**src/rtl/shifter.sv**
```systemverilog
// 16-bit barrel shifter (SLL / SRA) built from four log-stepped mux stages,
// with a combinational result and a registered copy for pipelined consumers.
module shifter (
  input  logic        clk,
  input  logic        rst_n,
  input  logic [15:0] Shift_In,
  input  logic [3:0]  Shift_Val,
  input  logic        Mode,
  output logic [15:0] Shift_Out,
  output logic [15:0] Shift_Out_q
);

  logic [15:0] w_stage [5];
  logic        w_fill;
  logic [15:0] r_shift_q;

  assign w_fill     = Mode & Shift_In[15];
  assign w_stage[0] = Shift_In;

  // Stage k moves data by 2**k; Mode picks left (toward MSB) or right neighbour.
  for (genvar gs = 0; gs < 4; gs++) begin : g_stage
    localparam int S = 2 ** gs;
    logic [15:0] w_moved;
    for (genvar gb = 0; gb < 16; gb++) begin : g_bit
      if (gb >= S && gb + S <= 15) begin : g_mid
        assign w_moved[gb] = Mode ? w_stage[gs][gb+S] : w_stage[gs][gb-S];
      end else if (gb >= S) begin : g_top
        assign w_moved[gb] = Mode ? w_fill : w_stage[gs][gb-S];
      end else begin : g_low
        assign w_moved[gb] = Mode ? w_stage[gs][gb+S] : 1'b0;
      end
    end
    assign w_stage[gs+1] = Shift_Val[gs] ? w_moved : w_stage[gs];
  end

  assign Shift_Out = w_stage[4];

  always_ff @(posedge clk or negedge rst_n) begin
    if (!rst_n) r_shift_q <= 16'h0000;
    else        r_shift_q <= Shift_Out;
  end

  assign Shift_Out_q = r_shift_q;

endmodule

```
**config.mk**
```make
export PLATFORM = sky130hd
export DESIGN_NAME = shifter
export DESIGN_NICKNAME = d
export VERILOG_FILES = /design/src/rtl/shifter.sv
export SDC_FILE = /design/constraint.sdc
export NUM_CORES = 1
export LEC_CHECK = 0
export ABC_CLOCK_PERIOD_IN_PS = 1800
export CORE_ASPECT_RATIO = 1.25
export CORE_UTILIZATION = 35
export DETAILED_ROUTE_END_ITERATION = 6
export GPL_ROUTABILITY_DRIVEN = 0
export GPL_TIMING_DRIVEN = 0
export PLACE_DENSITY_LB_ADDON = 0.3
export SETUP_SLACK_MARGIN = 0.02
export SLEW_MARGIN = 30
export SYNTH_ARGS = -nofsm -noshare
export SYNTH_HDL_FRONTEND = slang
export SYNTH_SLANG_ARGS = --single-unit
```
**constraint.sdc**
```tcl
create_clock -name clk -period 1.8 [get_ports clk]
set_input_delay 0.36 -clock clk [delete_from_list [all_inputs] [get_ports clk]]
set_output_delay 0.36 -clock clk [all_outputs]
set_load 0.005 [all_outputs]
```
==> out/qor.csv <==
metric,value,unit
grt_pass1_wl,14000,um
syn_area_per_cell,8.14,um2
p_clk_share,14.8,%
firstDrtPassIters,5,
netlist_instances,251,
intPower,1.07,mW
setup.worst_path.class,in2out,
rsz0062_at_grt,true,
synth-edff-count,0,
fill_cells,450,
cp_cell_sequence,buf_12 -> buf_12 -> buf_4 -> nand2b_4 -> o21ai_0 -> a31oi_1 -> a211oi_2 -> a31oi_1 -> buf_2,
chipHeight,87.4,um
start_kind,input pin,
diodes,0,
power_frac_seq,23.7,%
grt_usage,29.3,%
combPwrFrac,61.4,%
die_x,70.3,um
relSlewSlack,55.5,%
finalSetupTns,-5.38,ns
period_minus_slack,2.26,ns
grt-ovfl-total,0,
path_clk_slew,0.05,ns
max_cap_viol_count,0,
synth-seq-cells,16,
largest_reg_flops,16,
grt_pass1_vias,2678,
slowest_stage,a31oi_1,
hold_viol,0,
ys_warn_count,0,
fin_cells,409,
period_share,125,%
p_leak,1.47,nW
cts_sinks,16,
synth_fp_nets,274,
crit_family,compound AO/OA/AOI/OAI gates,
drive_gt1_share,53.9,%
synthesis.area,2040,um2
grt_start_max_net_pins,17,
power_density,476,nW/um2
area_delta_synth_final,77.1,%
start_util,37.0,%
violations,negative setup slack,
via_count,2866,
max_stage_delay,0.39,ns
async_flop_share,100,%
io_pins,55,
hold_buffers,0,
fin_nets,370,
io_buffers,50,
htree_num_levels,1,
total_power,1.72,mW
crit_path_end_kind,output port,
synth_cell_types,61,
first_iter_violations,380,
setup_ws,-0.457,ns
cts_tree,done,
design.die.area,6150,um2
swShare,37.9,%
core_area,5520,um2
cts_buffers,3,
placed_cells,365,
cp.arrival,1.90,ns
ys_seq_area_share,19.6,%
worst-path-buf-inv,4,
p_sw,651,uW
finalWirelength,9860,um
fp-row-count,30,
ys.flop_type,dfrtp_1,
setup_violations,16,
cts-root-buf,clkbuf_8,
cts_buffer_depth,2,
fmax,0.443,GHz
outcome,finished with violations,
via_per_inst,7.01,
peakVddDrop,0.000184,V
worst_pin_slew,0.665,ns
hpwlAfterDp,5530,um
crit_fanout,8,
drc_errors,0,
hold_path.class,in2async,
critPathRequiredTime,1.44,ns
drtAntennaViolNets,0,
worst_hold_slack,0.525,ns
antenna_found_initial,0,
routedWlPerCell,24.1,um
finalMaxSlewViolations,0,
==> what timing repair did <==
| action | CTS | global route |
|---|---|---|
| cloned | 4 | 0 |
| resized for setup | 240 | 38 |
| buffers inserted | 31 | 7 |
| pin swaps | 48 | 21 |
| endpoints found under the setup margin | 31 | 16 |
==> cell families after synthesis <==
kind of cell	Yosys count	synth area share [%]
AO/OA/AOI/OAI	91	33.0
AND/OR/NAND/NOR	73	16.7
multiplexers	40	22.0
buffers and inverters	31	8.76
flip-flops	16	19.6
==> Yosys cell counts (all sizes together) (2+ instances only) <==
cell type / n / area share [%]
a31oi: 7 / 2.1
mux4: 3 / 3.3
buf: 17 / 6.0
nand2b: 4 / 1.3
nor2b: 3 / 0.92
a21o: 3 / 1.1
a311o: 2 / 0.98
clkbuf: 7 / 1.5
a211oi: 11 / 5.3
mux2i: 31 / 15
nor3: 4 / 0.98
o21ai: 10 / 2.5
nand2: 16 / 3.1
a21oi: 21 / 5.3
inv: 6 / 1.1
nor2: 30 / 5.5
o221ai: 2 / 1.2
a32oi: 2 / 0.86
mux2: 6 / 3.5
a211o: 5 / 2.1
o211ai: 7 / 3.1
nand3: 7 / 1.7
or3: 3 / 0.92
a31o: 2 / 0.86
o22ai: 4 / 1.2
o311ai: 2 / 0.86
dfrtp: 16 / 20
==> cells in the final DEF, fill, tap and decap left out, types with 8 or more instances in the layout <==
master / n
buf_4: 35
buf_2: 22
mux2i_1: 17
nor2_1: 17
clkdlybuf4s50_1: 17
dfrtp_1: 16
nand2_1: 14
buf_6: 12
a21oi_1: 11
a21oi_2: 9
mux2i_4: 8
==> stage by stage <==
stage,setup WS (ns),util [%],cell area [um2]
detailed placement,-1.19,48.5,2680
finish,-0.457,65.6,3620
floorplan,-0.0448,-,2100
CTS,-0.380,62.5,3450
global route,-0.548,65.6,3620
global placement,-1.20,48.5,2680
==> routing by layer <==
metal / global-route usage, % / wire length (um) / vias to the layer above
li1: - / - / 1151
met1: 31.5 / 3190 / 1331
met2: 49.5 / 4700 / 286
met3: 5.90 / 1120 / 98
met4: 24.2 / 845 / 0
met5: 0 / 0 / -
==> power groups by stage <==
stage	sequential, mW	combinational, mW	clock [mW]
2_1_floorplan	0.423	0.388	0
3_3_place_gp	0.414	0.720	0
3_5_place_dp	0.416	0.724	0
4_1_cts	0.409	0.932	0.257
5_1_grt	0.412	1.10	0.278
6_report	0.408	1.06	0.255
==> worst max-delay path by stage <==
stage,startpoint,endpoint,slack (ns),cells past startpoint
floorplan,Shift_Val[0],Shift_Out[6],-0.04,7
global placement,Shift_Val[2],Shift_Out[0],-1.20,8
detailed placement,Shift_Val[2],Shift_Out[0],-1.19,8
CTS,Shift_Val[0],Shift_Out[6],-0.38,9
global route,Shift_Val[0],Shift_Out[13],-0.55,8
finish,Mode,Shift_Out[9],-0.46,9
==> final cells by class <==
class	instances	area, um2	area share (%)
Sequential cell	16	400	11.1
Clock buffer	3	41.3	1.14
Buffer	23	298	8.23
Timing Repair Buffer	92	818	22.6
Inverter	7	30.0	0.830
Tap cell	64	80.1	2.21
Multi-Input combinational cell	204	1950	53.9
Note: power is estimated with default switching activity, not from simulation.
